## config.mk

```make
export PLATFORM = sky130hd
export DESIGN_NAME = keypad_event_filter
export DESIGN_NICKNAME = d
export VERILOG_FILES = /design/src/rtl/keypad_event_filter_pkg.sv /design/src/rtl/keypad_event_filter_tick_counter.sv /design/src/rtl/keypad_event_filter.sv
export SDC_FILE = /design/constraint.sdc
export NUM_CORES = 1
export LEC_CHECK = 0
export BUFFER_PORTS_ARGS = -buffer_cell sky130_fd_sc_hd__buf_2
export CAP_MARGIN = 15
export CORE_MARGIN = 2
export CORE_UTILIZATION = 50
export DETAILED_ROUTE_END_ITERATION = 10
export PLACE_DENSITY = 0.74
export SETUP_SLACK_MARGIN = 0.05
export SLEW_MARGIN = 20
export SYNTH_ARGS = -nofsm -noshare
export SYNTH_HDL_FRONTEND = slang
export SYNTH_HIERARCHICAL = 1
export SYNTH_SLANG_ARGS = --single-unit
```

## constraint.sdc

```tcl
create_clock -name clk -period 5.1 [get_ports clk]
set_input_delay 1.02 -clock clk [delete_from_list [all_inputs] [get_ports clk]]
set_output_delay 1.02 -clock clk [all_outputs]
set_load 0.005 [all_outputs]
```

## src/rtl/keypad_event_filter_pkg.sv

```systemverilog
// keypad_event_filter_pkg: state encoding, key width and default tick timing shared by the keypad event filter
package keypad_event_filter_pkg;
    localparam int unsigned KEY_W          = 4;
    localparam int unsigned DEF_DEB_TICKS  = 4;
    localparam int unsigned DEF_REP_DELAY  = 50;
    localparam int unsigned DEF_REP_PERIOD = 10;
    localparam int unsigned DEF_CNT_W      = 8;
    typedef enum logic [2:0] {
        S_IDLE      = 3'd0,
        S_DEB_PRESS = 3'd1,
        S_HELD_DLY  = 3'd2,
        S_HELD_REP  = 3'd3,
        S_DEB_REL   = 3'd4
    } state_t;
endpackage

```

## src/rtl/keypad_event_filter_tick_counter.sv

```systemverilog
// keypad_event_filter_tick_counter: saturating tick-enabled counter; clear together with inc loads 1
module keypad_event_filter_tick_counter #(
    parameter int unsigned CNT_W = 8
) (
    input  logic             clk,
    input  logic             rst,
    input  logic             i_tick,
    input  logic             i_clr,
    input  logic             i_inc,
    output logic [CNT_W-1:0] o_cnt
);
    logic [CNT_W-1:0] r_cnt;
    always_ff @(posedge clk or posedge rst) begin
        if (rst)
            r_cnt <= '0;
        else if (i_tick && i_clr)
            r_cnt <= CNT_W'(i_inc);
        else if (i_tick && i_inc && r_cnt != '1)
            r_cnt <= r_cnt + CNT_W'(1);
    end
    assign o_cnt = r_cnt;
endmodule

```

## src/rtl/keypad_event_filter.sv

```systemverilog
// keypad_event_filter: debounces raw keypad levels into one-clk press, repeat and release events timed in sample ticks
module keypad_event_filter
    import keypad_event_filter_pkg::*;
#(
    parameter int unsigned DEB_TICKS  = DEF_DEB_TICKS,
    parameter int unsigned REP_DELAY  = DEF_REP_DELAY,
    parameter int unsigned REP_PERIOD = DEF_REP_PERIOD,
    parameter int unsigned CNT_W      = DEF_CNT_W
) (
    input  logic             clk,
    input  logic             rst,
    input  logic             tick,
    input  logic [KEY_W-1:0] raw_key,
    input  logic             raw_pressed,
    output logic [KEY_W-1:0] key_code,
    output logic             key_event,
    output logic             key_repeat,
    output logic             key_held,
    output logic             key_release
);
    state_t           r_state, w_state_nxt, r_ret, w_ret_nxt, w_hs;
    logic [KEY_W-1:0] r_key_s, r_cand, w_cand_nxt, r_code, w_code_nxt;
    logic             r_pr_s, r_event, r_repeat, r_held, r_release;
    logic             w_event, w_repeat, w_held_nxt, w_release, w_clr, w_inc, w_same;
    logic [CNT_W-1:0] w_cnt, r_rel_cnt, w_rel_nxt;
    logic [CNT_W:0]   w_cnt_inc, w_rel_inc, w_lim;

    keypad_event_filter_tick_counter #(.CNT_W(CNT_W)) u_cnt (
        .clk    (clk),
        .rst    (rst),
        .i_tick (tick),
        .i_clr  (w_clr),
        .i_inc  (w_inc),
        .o_cnt  (w_cnt)
    );

    assign w_cnt_inc = {1'b0, w_cnt} + (CNT_W+1)'(1);
    assign w_rel_inc = {1'b0, r_rel_cnt} + (CNT_W+1)'(1);
    assign w_same    = r_pr_s && (r_key_s == r_code);
    // while release-debouncing, the shared counter still holds the frozen repeat count of r_ret
    assign w_hs      = (r_state == S_DEB_REL) ? r_ret : r_state;
    assign w_lim     = (w_hs == S_HELD_DLY) ? (CNT_W+1)'(REP_DELAY) : (CNT_W+1)'(REP_PERIOD);

    always_comb begin
        w_state_nxt = r_state;
        w_ret_nxt   = r_ret;
        w_cand_nxt  = r_cand;
        w_code_nxt  = r_code;
        w_rel_nxt   = r_rel_cnt;
        w_held_nxt  = r_held;
        w_event     = 1'b0;
        w_repeat    = 1'b0;
        w_release   = 1'b0;
        w_clr       = 1'b0;
        w_inc       = 1'b0;
        if (tick) begin
            case (r_state)
                S_IDLE: begin
                    if (r_pr_s) begin
                        w_state_nxt = S_DEB_PRESS;
                        w_cand_nxt  = r_key_s;
                        w_clr       = 1'b1;
                        w_inc       = 1'b1;
                    end
                end
                S_DEB_PRESS: begin
                    if (!r_pr_s) begin
                        w_state_nxt = S_IDLE;
                    end else if (r_key_s != r_cand) begin
                        w_cand_nxt = r_key_s;
                        w_clr      = 1'b1;
                        w_inc      = 1'b1;
                    end else if (w_cnt_inc >= (CNT_W+1)'(DEB_TICKS)) begin
                        w_state_nxt = S_HELD_DLY;
                        w_code_nxt  = r_cand;
                        w_held_nxt  = 1'b1;
                        w_event     = 1'b1;
                        w_clr       = 1'b1;
                    end else begin
                        w_inc = 1'b1;
                    end
                end
                default: begin
                    if (!w_same && r_state != S_DEB_REL) begin
                        w_state_nxt = S_DEB_REL;
                        w_ret_nxt   = r_state;
                        w_rel_nxt   = CNT_W'(1);
                    end else if (!w_same && w_rel_inc >= (CNT_W+1)'(DEB_TICKS)) begin
                        w_state_nxt = S_IDLE;
                        w_held_nxt  = 1'b0;
                        w_release   = 1'b1;
                    end else if (!w_same) begin
                        w_rel_nxt = w_rel_inc[CNT_W-1:0];
                    end else if (w_cnt_inc >= w_lim) begin
                        w_state_nxt = S_HELD_REP;
                        w_event     = 1'b1;
                        w_repeat    = 1'b1;
                        w_clr       = 1'b1;
                    end else begin
                        w_state_nxt = w_hs;
                        w_inc       = 1'b1;
                    end
                end
            endcase
        end
    end

    always_ff @(posedge clk or posedge rst) begin
        if (rst) begin
            r_key_s   <= '0;
            r_pr_s    <= 1'b0;
            r_state   <= S_IDLE;
            r_ret     <= S_HELD_DLY;
            r_cand    <= '0;
            r_code    <= '0;
            r_rel_cnt <= '0;
            r_held    <= 1'b0;
            r_event   <= 1'b0;
            r_repeat  <= 1'b0;
            r_release <= 1'b0;
        end else begin
            if (tick) begin
                r_key_s <= raw_key;
                r_pr_s  <= raw_pressed;
            end
            r_state   <= w_state_nxt;
            r_ret     <= w_ret_nxt;
            r_cand    <= w_cand_nxt;
            r_code    <= w_code_nxt;
            r_rel_cnt <= w_rel_nxt;
            r_held    <= w_held_nxt;
            r_event   <= w_event;
            r_repeat  <= w_repeat;
            r_release <= w_release;
        end
    end

    assign key_code    = r_code;
    assign key_event   = r_event;
    assign key_repeat  = r_repeat;
    assign key_held    = r_held;
    assign key_release = r_release;

    assert property (@(posedge clk) disable iff (rst) REP_PERIOD != 0);
endmodule

```

==> summary.md <==
| Metric | Value |
|---|---|
| Largest net degree at the start of global routing | `32` |
| Count of different cell masters after synthesis | `51` |
| Vias in the first global route | `1,668` |
| Initial antenna violation count | `0` |
| CP Launch Type | `register` |
| Worst r2r path cells | `14` |
| Via Count | `1,698` |
| Crit path DAT | `3.65 ns` |
| Final Setup Violations | `0` |
| Core area | `4320 µm²` |
| Crit share post-route | `67.5%` |
| Most numerous cell in the Yosys netlist | `dfrtp_1` |
| DP HPWL | `3110 µm` |
| Most frequent cells after synthesis | `dfrtp_1 (38), nand2_1 (20), nor2_1 (18)` |
| Floorplan row count | `24` |
| Critical path class | `register to register` |
| Die width | `70.6 µm` |
| Crit path max fanout | `11` |
| Synthesis Warnings | `6` |
| Share of the synthesized area in the top cell type | `42.9%` |
| Mapped Cells | `227` |
| Ports | `16` |
| Clock Tree Root | `clkbuf_8` |
| Final min period | `3.44 ns` |
| Slew @ Worst Pin | `0.546 ns` |
| Layout cell share with drive strength beyond 1 | `16.7%` |
| Final core utilization | `56.1%` |
| Crit. End Element | `register` |
| Post-CTS setup buffers | `0` |
| FILL cells | `399` |
| Synthesized area | `2220 µm²` |
| Final ANT Viol Nets | `0` |
| Req. time, crit path | `5.30 ns` |
| Mean post-synth cell area | `9.76 µm²` |
| Max Clk Rate | `0.290 GHz` |
| Initial DRC count | `81` |
| Clock buffer count from CTS | `5` |
| Placed insts | `289` |
| RSZ-0062 raised after global routing | `no` |
| Hold path depth | `2` |
| Clock Latency Late Sink | `0.29 ns` |
| Total grt overflow | `0` |
| Sequential area share after synthesis | `44.1%` |
| Hold_buf cts | `0` |
| Wire per inst | `14.4 µm` |
| Reg-to-Reg End | `u_cnt/o_cnt[7]` |
| TritonCTS clock tree | `yes` |
| Clock buffer depth | `2` |
| Via/cell ratio | `5.72` |
| Slew Viols, Final | `0` |
| Hold Path Sink | `r_ret[1]` |
| Final cell count without fillers | `297` |
| Hold Fails Final Rpt | `0` |
| Worst R2R Start | `r_state[1]` |
| Number of flops mapped to enable cells by yosys | `0` |
| Total track usage | `18.8%` |
| Leading area contributor after synthesis | `dfrtp_1` |
| Dominant cells by area after synthesis | `dfrtp_1 (43%), mux2_2 (6.1%), ha_1 (4.5%), and2_1 (3.7%), nand2_1 (3.4%)` |
| RD Place Congestion | `0.831` |
| DRT Wirelength | `4260 µm` |
| Yosys reg bits | `39` |
| Post-Syn Nets | `243` |
| Nets | `260` |
| Ys flop type | `dfrtp_1` |
| PostCTS Resize Cnt | `0` |
| Initial Utilization | `51.2%` |
| DRC Markers | `0` |
| Final Cell Area | `2420 µm²` |
| Reg2Reg Setup Slack | `1.66 ns` |
| HP Class | `register to register` |
| Post-DP Area | `2340 µm²` |
| Power per cell area | `403 nW/µm²` |
| Die area | `4980 µm²` |
| Async SR Flop Fraction | `100%` |
| Peak supply drop | `257 µV` |
| Max H-tree Level | `2` |
| Global-route wire length before repair | `7500 µm` |
| Static Leak | `1.11 nW` |
| TNS Setup | `0 ns` |
| HP Start | `r_ret[1]` |
| Slew HR | `63.5%` |
| Port buffer count | `15` |
| Clock slew seen by the registers of the worst setup and hold paths | `0.08 ns` |
| DR pass1 iterations | `5` |
| Post-Route Skew | `0.00512 ns` |
| Layout area overhead | `9.43%` |
| Die Ht | `70.6 µm` |
| Maxcap violations | `0` |
| Status | `complete, no violations` |
| ANT cells | `0` |
| Sinks on Clock Net | `39` |
==> cells in the final DEF (no fill, tap or decap), drive strengths merged, types with 2 or more instances in the layout <==
cell type	n
o21ai	10
nor2	19
buf	16
o2111ai	2
nor4	3
o22ai	2
o21a	4
mux2	12
mux2i	2
o211a	2
a31oi	5
a21o	2
inv	10
clkbuf	6
xor2	7
xnor2	3
and4	3
nor3	6
or2	2
nand2	20
and2	13
nand3	8
a21boi	2
nand4	4
ha	8
a211oi	3
dfrtp	38
a21oi	5
nor2b	3
and3	3
nand2b	4
==> power breakdown <==
| part | switching, mW | leakage [nW] | internal, mW |
|---|---|---|---|
| clock network | 0.109 | 0.0412 | 0.0956 |
| logic | 0.158 | 0.562 | 0.144 |
| registers | 0.0949 | 0.505 | 0.377 |
| total | 0.362 | 1.11 | 0.617 |
==> sequential cells by signal (all words and copies together), names as in the netlist <==
name         flops
key_event        1
r_pr_s           1
r_rel_cnt        8
key_release      1
key_code         4
r_cand           4
key_repeat       1
r_state          3
r_ret            3
u_cnt/o_cnt      8
r_key_s          4
key_held         1
==> worst max path at each step <==
stage / start / slack, ns / endpoint
finish: r_state[1] / 1.66 / u_cnt/o_cnt[7]
global route: r_state[1] / 1.30 / u_cnt/o_cnt[7]
floorplan: r_state[2] / 2.02 / u_cnt/o_cnt[5]
CTS: r_state[1] / 1.69 / u_cnt/o_cnt[7]
global placement: r_state[1] / 1.85 / u_cnt/o_cnt[5]
detailed placement: r_state[1] / 1.72 / u_cnt/o_cnt[7]
==> worst max-delay path, stage by stage, from the launching register on <==
cell and delay [ns]:
dfrtp_1 0.49, nand2b_1 0.21, nor3_1 0.14, a22oi_1 0.08, or2_2 0.31, ha_1 0.32
a21o_1 0.18, a211oi_1 0.24, o211a_1 0.31, a32oi_1 0.09, nor2b_1 0.29, nand3_2 0.12
nor2_1 0.24, a31oi_1 0.12, a211oi_1 0.21
==> routing by layer <==
layer  global-route usage [%]  wire, µm  vias to the layer above  part of all wire, %
li1                         -         -                      853                    -
met1                     25.1      2050                      817                   48
met2                     30.3      2070                       26                   49
met3                     4.42       113                        2                  2.7
met4                     6.92        27                        0                 0.63
met5                        0         0                        -                    0
==> cell type report <==
class,instances,area (µm²),area share (%)
timing repair buffer,16,82.6,3.41
clock inverter,2,12.5,0.516
multi-input combinational,172,1180,48.6
tap,52,65.1,2.68
clock buffer,6,72.6,2.99
sequential,39,977,40.3
inverter,10,37.5,1.55
==> metrics by stage <==
stage / power [mW] / hold slack (ns) / worst slack (ns)
2_1_floorplan: 0.699 / 0.454 / 2.02
6_report: 0.978 / 0.490 / 1.66
5_1_grt: 1.06 / 0.507 / 1.30
3_3_place_gp: 0.772 / 0.471 / 1.85
4_1_cts: 0.986 / 0.489 / 1.69
3_5_place_dp: 0.780 / 0.473 / 1.72
==> cell families (layout without fill, tap and decap cells) <==
family | Yosys count | in the layout | share of synthesized area (%)
compound gates | 49 | 49 | 15.6
xor+xnor | 10 | 10 | 3.95
fa+ha+maj | 8 | 8 | 4.52
buf+inv | 16 | 34 | 2.77
flops | 39 | 39 | 44.1
mux | 14 | 14 | 7.00
simple gates | 91 | 91 | 22.0
Note: power is estimated with default switching activity, not from simulation.
